==> src/rtl/output_scorer_pkg.sv <==
// ----------------------------------------------------------------------------
// output_scorer_pkg
// Shared definitions for the output scorer block: FSM state encoding and the
// widths of the run counters and class labels.
// ----------------------------------------------------------------------------
package output_scorer_pkg;

    localparam int CNT_W   = 16;  // width of correct_cnt / test_cnt
    localparam int LABEL_W = 4;   // width of label / pred_idx / max_idx

    typedef enum logic [1:0] {
        ST_IDLE    = 2'd0,  // waiting for the first neuron of a vector
        ST_COLLECT = 2'd1,  // accumulating the argmax of the current vector
        ST_DONE    = 2'd2   // all test vectors scored; inputs ignored
    } state_t;

endpackage : output_scorer_pkg

==> src/rtl/output_scorer_if.sv <==
// ----------------------------------------------------------------------------
// output_scorer_if
// Bundles the controller-side inputs and the scoring results of the output
// scorer.
//   master : controller / testbench side (drives neurons, label, commit, clr)
//   slave  : output_scorer side (drives prediction, counters, flags)
// Signals:
//   clr          synchronous clear of the run
//   neuron_valid neuron_val carries the next output-neuron value
//   neuron_val   signed output-neuron activation (DW bits)
//   label        expected class of the current vector
//   commit       end of current vector
//   pred_valid   one-cycle pulse, pred_idx/hit valid
//   pred_idx     argmax index of the committed vector
//   hit          pred_idx matched label
//   correct_cnt  hits in the current run
//   test_cnt     accepted commits in the current run
//   error        sticky protocol-violation flag
//   done         run complete
// ----------------------------------------------------------------------------
interface output_scorer_if #(
    parameter int DW = 16
);
    import output_scorer_pkg::*;

    logic                      clr;
    logic                      neuron_valid;
    logic signed [DW-1:0]      neuron_val;
    logic        [LABEL_W-1:0] label;
    logic                      commit;

    logic                      pred_valid;
    logic        [LABEL_W-1:0] pred_idx;
    logic                      hit;
    logic        [CNT_W-1:0]   correct_cnt;
    logic        [CNT_W-1:0]   test_cnt;
    logic                      error;
    logic                      done;

    modport master (
        output clr, neuron_valid, neuron_val, label, commit,
        input  pred_valid, pred_idx, hit, correct_cnt, test_cnt, error, done
    );

    modport slave (
        input  clr, neuron_valid, neuron_val, label, commit,
        output pred_valid, pred_idx, hit, correct_cnt, test_cnt, error, done
    );

endinterface : output_scorer_if

==> src/rtl/output_scorer_argmax_tracker.sv <==
// ----------------------------------------------------------------------------
// argmax_tracker
// Holds the running maximum, its index and the index of the next expected
// neuron for one test vector.
// Ports:
//   clk, rst    clock / asynchronous active-high reset
//   i_clear     synchronous clear of all tracked state
//   i_load      take i_val as the first neuron (index 0)
//   i_update    compare i_val (at index o_idx) against the running max
//   i_val       signed neuron value
//   o_max_idx   index of the running maximum
//   o_full      all N_OUT neurons of the vector have been seen
// ----------------------------------------------------------------------------
module argmax_tracker
    import output_scorer_pkg::*;
#(
    parameter int DW    = 16,
    parameter int N_OUT = 10
) (
    input  logic                      clk,
    input  logic                      rst,
    input  logic                      i_clear,
    input  logic                      i_load,
    input  logic                      i_update,
    input  logic signed [DW-1:0]      i_val,
    output logic        [LABEL_W-1:0] o_max_idx,
    output logic                      o_full
);

    // idx must be able to reach N_OUT itself (the "vector full" value).
    localparam int IDX_W = $clog2(N_OUT + 1);

    logic signed [DW-1:0]      r_max;
    logic        [LABEL_W-1:0] r_max_idx;
    logic        [IDX_W-1:0]   r_idx;

    // NOTE: state registers use non-blocking assignments so every flop samples
    // the pre-edge values regardless of statement order.
    always_ff @(posedge clk or posedge rst) begin
        if (rst) begin
            r_max     <= '0;
            r_max_idx <= '0;
            r_idx     <= '0;
        end else if (i_clear) begin
            r_max     <= '0;
            r_max_idx <= '0;
            r_idx     <= '0;
        end else if (i_load) begin
            r_max     <= i_val;
            r_max_idx <= '0;
            r_idx     <= IDX_W'(1);
        end else if (i_update) begin
            // Strictly greater: ties keep the earlier (lower) index.
            if (i_val > r_max) begin
                r_max     <= i_val;
                r_max_idx <= LABEL_W'(r_idx);
            end
            r_idx <= r_idx + IDX_W'(1);
        end
    end

    assign o_max_idx = r_max_idx;
    assign o_full    = (r_idx == IDX_W'(N_OUT));

endmodule : argmax_tracker

==> src/rtl/output_scorer.sv <==
// ----------------------------------------------------------------------------
// output_scorer
// Scores a run of N_TESTS test vectors: for each vector of N_OUT signed
// output-neuron values it finds the argmax, compares it with the label on
// commit, and keeps hit / test counters plus a sticky protocol-error flag.
// Ports:
//   clk   clock, rising edge
//   rst   asynchronous active-high reset
//   bus   output_scorer_if.slave (inputs, prediction, counters, flags)
// ----------------------------------------------------------------------------
module output_scorer
    import output_scorer_pkg::*;
#(
    parameter int DW      = 16,
    parameter int N_OUT   = 10,
    parameter int N_TESTS = 750
) (
    input  logic              clk,
    input  logic              rst,
    output_scorer_if.slave    bus
);

    state_t r_state, w_state_next;

    logic                 w_load;
    logic                 w_update;
    logic                 w_trk_clear;
    logic                 w_accept;
    logic                 w_err_set;
    logic [LABEL_W-1:0]   w_max_idx;
    logic                 w_full;
    logic                 w_hit;
    logic [CNT_W-1:0]     w_test_cnt_next;

    logic                 r_pred_valid;
    logic [LABEL_W-1:0]   r_pred_idx;
    logic                 r_hit;
    logic [CNT_W-1:0]     r_correct_cnt;
    logic [CNT_W-1:0]     r_test_cnt;
    logic                 r_error;

    argmax_tracker #(
        .DW    (DW),
        .N_OUT (N_OUT)
    ) u_argmax (
        .clk       (clk),
        .rst       (rst),
        .i_clear   (w_trk_clear),
        .i_load    (w_load),
        .i_update  (w_update),
        .i_val     (bus.neuron_val),
        .o_max_idx (w_max_idx),
        .o_full    (w_full)
    );

    assign w_hit           = (w_max_idx == bus.label);
    assign w_test_cnt_next = r_test_cnt + CNT_W'(1);

    always_ff @(posedge clk or posedge rst) begin
        if (rst) r_state <= ST_IDLE;
        else     r_state <= w_state_next;
    end

    // NOTE: every always_comb output gets a default first so no path leaves a
    // signal unassigned, which would otherwise infer a latch.
    always_comb begin
        w_state_next = r_state;
        w_load       = 1'b0;
        w_update     = 1'b0;
        w_trk_clear  = 1'b0;
        w_accept     = 1'b0;
        w_err_set    = 1'b0;

        if (bus.clr) begin
            w_state_next = ST_IDLE;
            w_trk_clear  = 1'b1;
        end else begin
            unique case (r_state)
                ST_IDLE: begin
                    if (bus.commit) begin
                        // Commit with no vector collected; any same-cycle
                        // neuron is dropped as well.
                        w_err_set   = 1'b1;
                        w_trk_clear = 1'b1;
                    end else if (bus.neuron_valid) begin
                        w_load       = 1'b1;
                        w_state_next = ST_COLLECT;
                    end
                end

                ST_COLLECT: begin
                    if (bus.commit) begin
                        w_trk_clear = 1'b1;
                        if (bus.neuron_valid) w_err_set = 1'b1;
                        if (w_full) begin
                            w_accept     = 1'b1;
                            w_state_next = (w_test_cnt_next == CNT_W'(N_TESTS))
                                           ? ST_DONE : ST_IDLE;
                        end else begin
                            w_err_set    = 1'b1;
                            w_state_next = ST_IDLE;
                        end
                    end else if (bus.neuron_valid) begin
                        if (w_full) w_err_set = 1'b1;
                        else        w_update  = 1'b1;
                    end
                end

                ST_DONE: begin
                    // Run complete: inputs ignored until clr or rst.
                end

                default: begin
                    w_state_next = ST_IDLE;
                    w_trk_clear  = 1'b1;
                end
            endcase
        end
    end

    always_ff @(posedge clk or posedge rst) begin
        if (rst) begin
            r_pred_valid  <= 1'b0;
            r_pred_idx    <= '0;
            r_hit         <= 1'b0;
            r_correct_cnt <= '0;
            r_test_cnt    <= '0;
            r_error       <= 1'b0;
        end else if (bus.clr) begin
            r_pred_valid  <= 1'b0;
            r_pred_idx    <= '0;
            r_hit         <= 1'b0;
            r_correct_cnt <= '0;
            r_test_cnt    <= '0;
            r_error       <= 1'b0;
        end else begin
            r_pred_valid <= w_accept;
            if (w_accept) begin
                r_pred_idx <= w_max_idx;
                r_hit      <= w_hit;
                r_test_cnt <= w_test_cnt_next;
                if (w_hit) r_correct_cnt <= r_correct_cnt + CNT_W'(1);
            end
            if (w_err_set) r_error <= 1'b1;
        end
    end

    assign bus.pred_valid  = r_pred_valid;
    assign bus.pred_idx    = r_pred_idx;
    assign bus.hit         = r_hit;
    assign bus.correct_cnt = r_correct_cnt;
    assign bus.test_cnt    = r_test_cnt;
    assign bus.error       = r_error;
    assign bus.done        = (r_state == ST_DONE);

endmodule : output_scorer

==> src/flat_wrapper.sv <==
// flat-port wrapper written by rule: the top's interface ports become plain ports
module output_scorer_flat import output_scorer_pkg::*;
#(
    parameter int DW      = 16,
    parameter int N_OUT   = 10,
    parameter int N_TESTS = 750
)
  (clk, rst, bus_clr, bus_neuron_valid, bus_neuron_val, bus_label, bus_commit, bus_pred_valid, bus_pred_idx, bus_hit, bus_correct_cnt, bus_test_cnt, bus_error, bus_done);
  output_scorer_if #(.DW(DW)) bus_i ();
  input  logic clk;
  input  logic rst;
  input wire logic [$bits(bus_i.clr)-1:0] bus_clr;
  input wire logic [$bits(bus_i.neuron_valid)-1:0] bus_neuron_valid;
  input wire logic [$bits(bus_i.neuron_val)-1:0] bus_neuron_val;
  input wire logic [$bits(bus_i.label)-1:0] bus_label;
  input wire logic [$bits(bus_i.commit)-1:0] bus_commit;
  output wire logic [$bits(bus_i.pred_valid)-1:0] bus_pred_valid;
  output wire logic [$bits(bus_i.pred_idx)-1:0] bus_pred_idx;
  output wire logic [$bits(bus_i.hit)-1:0] bus_hit;
  output wire logic [$bits(bus_i.correct_cnt)-1:0] bus_correct_cnt;
  output wire logic [$bits(bus_i.test_cnt)-1:0] bus_test_cnt;
  output wire logic [$bits(bus_i.error)-1:0] bus_error;
  output wire logic [$bits(bus_i.done)-1:0] bus_done;
  assign bus_i.clr = bus_clr;
  assign bus_i.neuron_valid = bus_neuron_valid;
  assign bus_i.neuron_val = bus_neuron_val;
  assign bus_i.label = bus_label;
  assign bus_i.commit = bus_commit;
  assign bus_pred_valid = bus_i.pred_valid;
  assign bus_pred_idx = bus_i.pred_idx;
  assign bus_hit = bus_i.hit;
  assign bus_correct_cnt = bus_i.correct_cnt;
  assign bus_test_cnt = bus_i.test_cnt;
  assign bus_error = bus_i.error;
  assign bus_done = bus_i.done;
  output_scorer #(.DW(DW), .N_OUT(N_OUT), .N_TESTS(N_TESTS)) u_core (.clk(clk), .rst(rst), .bus(bus_i));
endmodule
==> config.mk <==
export PLATFORM = sky130hd
export DESIGN_NAME = output_scorer_flat
export DESIGN_NICKNAME = d
export VERILOG_FILES = /design/src/rtl/output_scorer_pkg.sv /design/src/rtl/output_scorer_if.sv /design/src/rtl/output_scorer_argmax_tracker.sv /design/src/rtl/output_scorer.sv /design/src/flat_wrapper.sv
export SDC_FILE = /design/constraint.sdc
export NUM_CORES = 1
export LEC_CHECK = 0
export ABC_AREA = 1
export BUFFER_PORTS_ARGS = -buffer_cell sky130_fd_sc_hd__buf_2
export CAP_MARGIN = 20
export CORE_ASPECT_RATIO = 1.4
export CORE_UTILIZATION = 39
export DETAILED_ROUTE_END_ITERATION = 6
export GPL_TIMING_DRIVEN = 0
export PLACE_DENSITY = 0.62
export SYNTH_ARGS = -nofsm -noshare
export SYNTH_HDL_FRONTEND = slang
export SYNTH_SLANG_ARGS = --single-unit
==> constraint.sdc <==
create_clock -name clk -period 2.25 [get_ports clk]
set_input_delay 0.3375 -clock clk [delete_from_list [all_inputs] [get_ports clk]]
set_output_delay 0.3375 -clock clk [all_outputs]
set_load 0.01 [all_outputs]
=== Word-level counts from Yosys, hierarchy flattened ===
Cells that the tools add are included.

* Register bits after elaboration: 65
* Input port bits: 25
* Output and inout port bits: 40
* Word-level logic and storage cells: 84

* Add/sub/neg operators: 3
* Magnitude comparators: 1
* Equal/unequal tests: 9
* Multiplexer cells: 51
* Reduce and logical (&&, ||, !) cells: 10

{| class="wikitable"
|+ Operator list
! operator !! number
|-
| $mux W16 || 9
|-
| $mux W4 || 9
|-
| $add A16 B1 Y16 const B || 2
|-
| $mux W1 || 24
|-
| $eq A16 B10 Y1 const B || 1
|-
| $gt A16 B16 Y1 || 1
|-
| $mux W2 || 6
|-
| $ne A3 B3 Y1 const B || 3
|-
| $pmux W2 S3 || 1
|-
| $reduce_bool A2 Y1 || 3
|-
| $reduce_bool A3 Y1 || 2
|-
| $add A4 B1 Y4 const B || 1
|-
| $eq A4 B4 Y1 || 1
|-
| $eq A4 B4 Y1 const B || 1
|-
| $pmux W1 S2 || 2
|-
| $reduce_and A2 Y1 || 2
|-
| $reduce_and A4 Y1 || 1
|-
| $eq A2 B1 Y1 const B || 1
|-
| $eq A2 B2 Y1 const B || 1
|-
| $logic_not A2 Y1 || 1
|-
| $ne A2 B2 Y1 const B || 1
|-
| $reduce_or A2 Y1 || 1
|}

=== Depth between registers and ports, before layout ===
* Word-level depth: 9
* Depth in mapped cells: 17
* Mapped depth without buffers: 16

=== By module ===
From an unflattened synthesis, not the netlist that was laid out.

* Cell total of the unflattened synthesis: 564
* Area total of the unflattened synthesis: 4186.5 sq um

{| class="wikitable"
|+ By module, submodules not included
! module !! times used !! cells an instance !! area an instance (sq um) !! sequential area each (sq um)
|-
| output_scorer || 1 || 330 || 2454.9 || 1026.0
|-
| argmax_tracker || 1 || 234 || 1731.7 || 600.6
|}

=== Worst setup path after synthesis ===
OpenSTA, ideal clock, no wires.

* Kind: register to register
* Start point: register u_core.u_argmax.r_idx[0]
* End point: register u_core.r_correct_cnt[5] (netlist: u_core.bus.correct_cnt[5])
* Library setup time: 0.125 ns
* Arrival: 1.509 ns
* Data required time: 2.125 ns
* Setup slack: 0.615 ns
* Cell stages (with the launch flop): 11
* Path buffers: 1
* Clock period less this slack: 1.635 ns
* Path through: dfrtp_1 > inv_1 > ha_1 > nand2_1 > nor2_1 > nand3_1 > nor2_1 > buf_2 > inv_2 > nor3_1 > nor3_1

* Longest elaborated chain between the ends: 7

{| class="wikitable"
|+ Ends and longest elaborated chain
! element !! line !! RTL
|-
| start, declared || output_scorer_argmax_tracker.sv:35 || <nowiki>logic [IDX_W-1:0] r_idx;</nowiki>
|-
| start signal, assigned || output_scorer_argmax_tracker.sv:58 || <nowiki>r_idx <= r_idx + IDX_W'(1);</nowiki>
|-
| $eq A4 B4 Y1 || output_scorer_argmax_tracker.sv:63 || <nowiki>assign o_full = (r_idx == IDX_W'(N_OUT));</nowiki>
|-
| $mux W1 || output_scorer.sv:95 || <nowiki>if (w_full) begin</nowiki>
|-
| $mux W1 || output_scorer.sv:92 || <nowiki>if (bus.commit) begin</nowiki>
|-
| $mux W1 || output_scorer.sv:78 || <nowiki>unique case (r_state)</nowiki>
|-
| $mux W1 || output_scorer.sv:74 || <nowiki>if (bus.clr) begin</nowiki>
|-
| $reduce_bool A2 Y1 (no line) || n/a ||
|-
| $reduce_and A2 Y1 (no line) || n/a ||
|-
| end signal, assigned || output_scorer.sv:142 || <nowiki>if (w_hit) r_correct_cnt <= r_correct_cnt + CNT_W'(1);</nowiki>
|-
| end, declared || output_scorer.sv:38 || <nowiki>logic [CNT_W-1:0] r_correct_cnt;</nowiki>
|}

Every way passes these cells.
A chain may end at the register's enable or synchronous reset.

=== Worst setup path in the final report ===
* Start point: register u_core.u_argmax.r_idx[0]
* End point: register u_core.r_test_cnt[2] (netlist: u_core.bus.test_cnt[2])

* Longest elaborated chain between the ends: 6

{| class="wikitable"
|+ Ends and longest elaborated chain
! element !! line !! RTL
|-
| $eq A4 B4 Y1 || output_scorer_argmax_tracker.sv:63 ||
|-
| $mux W1 || output_scorer.sv:95 ||
|-
| $mux W1 || output_scorer.sv:92 ||
|-
| $mux W1 || output_scorer.sv:78 ||
|-
| $mux W1 || output_scorer.sv:74 ||
|-
| $reduce_bool A2 Y1 (no line) || n/a ||
|-
| end signal, assigned || output_scorer.sv:141 || <nowiki>r_test_cnt <= w_test_cnt_next;</nowiki>
|-
| end, declared || output_scorer.sv:39 || <nowiki>logic [CNT_W-1:0] r_test_cnt;</nowiki>
|}

Every way passes these cells.

==> out/results.txt <==
Area share of the largest cell type after synthesis - 40.91%
Syn Nets - 589
R2r setup slk - 230 ps
Io pins - 65
Final Power - 2674 uW
Total negative slack - 0 ps
RSZ-0062 raised after global routing - false
Post-layout min period - 2025 ps
F_max - 493.9 MHz
Layout cells sized above 1 - 16.26%
Failing checks - design-rule violations
Rows - 43
Main area contributors after synthesis - dfrtp_1 41%, nand2_1 12%, inv_1 8.1%, ha_1 6.6%, nand3_1 6.4%
CTS buffer count - 9
Max-slew headroom - 43.76%
Register area share after synthesis - 40.91%
Vias in the first global route - 3,646
Worst r2r dst - u_core.bus.test_cnt[2]
Kind of start point of the critical path - flop
GRT Overall Usage - 20.20%
WL/cell - 13.05 um
CP Capture Type - flop
Critical R2R Launch - u_core.u_argmax.r_idx[0]
Clock skew - 5.824 ps
Area Growth Syn to Fin - 18.53%
Initial core utilization - 40.17%
Arrival @ worst endpoint - 2260 ps
Routability congestion estimate - 0.8365
DR iter-0 viols - 233
DIE AREA - 10,610 sq um
FF+latch count, synth - 65
WP data required - 2490 ps
Total congestion overflow - 0
Total routed wirelength - 9868 um
CTS root buf - clkbuf_16
Hold WS - 180.8 ps
DPL Wire Length - 7119 um
Crit-path max FO - 10
Cells after Synth - 543
Worst R2R Path Depth - 9
CTS Buffer Depth - 2
# Post-CTS Setup Buffers - 0
Yosys synthesis warning count - 0
CTS Sinks - 65
Post-route DRC - 4
Nets - 664
Final ANT Viol Nets - 0
# diodes - 0
Cts hold-fix bufs - 0
Via/cell ratio - 4.948
Mapped cell area - 3976 sq um
Status - finished, violations left
Antenna violations before repair - 0
Final setup fails - 0
Final period utilization - 89.99%
Area leader, netlist - dfrtp_1
Critical path class - reg2reg
Worst Setup SP - u_core.u_argmax.r_idx[0]
Final max-slew violation count - 0
Die Ht - 121.5 um
DRT Pass-1 Iters - 7
Leakage power - 0.002469 uW
Syn avg cell area - 7.323 sq um
Chip width - 87.34 um
Top FF cell, synth - dfrtp_1
Hold Crit Class - in2async
Clock Latency Late Sink - 330 ps
CTS resizes - 0
PwrDens - 567.4 nW/um^2
Async SR Flop Fraction - 100.0%
IO buf count - 64
Final Hold Fails - 0
CTS tree - done
Peak VDD IR - 0.0003503 V
Tightest Pin Transition - 843.6 ps
H-tree Lvls - 3
Cell variety after synth - 32
MaxCap Viol Count - 0
Via Count - 3,741
CORE AREA - 9899 sq um
Clock transition at path regs - 50 ps
Largest net degree at the start of global routing - 66
Number of synthesized flops with an enable pin - 0
Global-route wire length before repair - 16,540 um
## area by class of cell
class                      count  area [sq um]
buffer                        13         65.06
clock buffer                  13         240.2
clock inverter                 1         5.005
fill                        1053          5186
inverter                      94         355.3
multi-input combinational    371          1932
sequential                    65          1627
tap                          135         168.9
timing repair buffer          64         320.3
## cells by family (layout without fill, tap and decap cells)
logic type | count (synthesis) | in the layout | share of synthesized area (%)
compound gates | 57 | 57 | 8.307
xor+xnor | 15 | 15 | 3.304
fa+ha+maj | 21 | 21 | 6.608
buf+inv | 107 | 185 | 10.51
flops | 65 | 65 | 40.91
simple gates | 278 | 278 | 30.36
## flip-flops by register name (all words and copies together) (netlist names)
signal and count:
u_core.bus.pred_idx 4, u_core.u_argmax.r_max 16, u_core.bus.hit 1, u_core.bus.test_cnt 16
u_core.r_state 2, u_core.bus.error 1, u_core.bus.correct_cnt 16, u_core.u_argmax.o_max_idx 4
u_core.bus.pred_valid 1, u_core.u_argmax.r_idx 4
## critical path, stage by stage (launching register included)
cell     delay, ps
dfrtp_1        420
inv_1          100
ha_1           140
nand2_1         60
nor2_1         160
nand3_1        170
nor2_2         390
buf_2          310
nand3_1         90
o21ai_0         90
## Yosys cell counts (all sizes together) (2+ instances only)
library cell / count
nand3: 52
inv: 94
clkbuf: 4
nand4: 12
a22o: 5
a211oi: 2
buf: 9
dfrtp: 65
nand2: 131
nor3: 17
o22ai: 6
nor2: 60
a21oi: 12
xor2: 13
o21ai: 28
ha: 21
xnor2: 2
nor4: 3
## through the flow
step	util, %	instances	instance area, sq um	setup slack, ps
6_report	47.61	756	4713	225.3
5_1_grt	47.61	756	4713	45.71
4_1_cts	47.61	756	4713	203.8
3_5_place_dp	45.13	742	4468	215.6
3_3_place_gp	45.11	742	4466	-744.8
2_1_floorplan	-	543	3976	286.0
## layer usage
metal	GRT usage [%]	up-vias	wire (um)
met5	0	-	0
li1	-	1901	-
met4	9.836	0	226
met1	23.94	1734	4266
met3	3.061	14	394
met2	35.06	92	4981
## worst max path at each step
stage,endpoint,cells after the start
2_1_floorplan,u_core.bus.correct_cnt[0],1
3_3_place_gp,u_core.bus.hit,2
3_5_place_dp,u_core.bus.correct_cnt[8],8
4_1_cts,u_core.bus.correct_cnt[8],8
5_1_grt,u_core.bus.test_cnt[2],9
6_report,u_core.bus.test_cnt[2],9
## report_power, final
part / internal [uW] / total (uW) / switching [uW]
Combinational: 90.1 / 270 / 180
Clock: 731 / 1200 / 469
Sequential: 1190 / 1200 / 13.1
## cells in the final DEF, fill, tap and decap left out, drive strengths merged, types with 2 or more instances in the layout
cell type | Yosys | final
nor2 | 60 | 60
clkbuf | 4 | 17
nor4 | 3 | 3
inv | 94 | 94
nand2 | 131 | 131
o22ai | 6 | 6
o21ai | 28 | 28
ha | 21 | 21
buf | 9 | 73
a21oi | 12 | 12
nor3 | 17 | 17
dfrtp | 65 | 65
xnor2 | 2 | 2
nand3 | 52 | 52
nand4 | 12 | 12
a211oi | 2 | 2
a22o | 5 | 5
xor2 | 13 | 13
(Power assumes the default switching activity.)
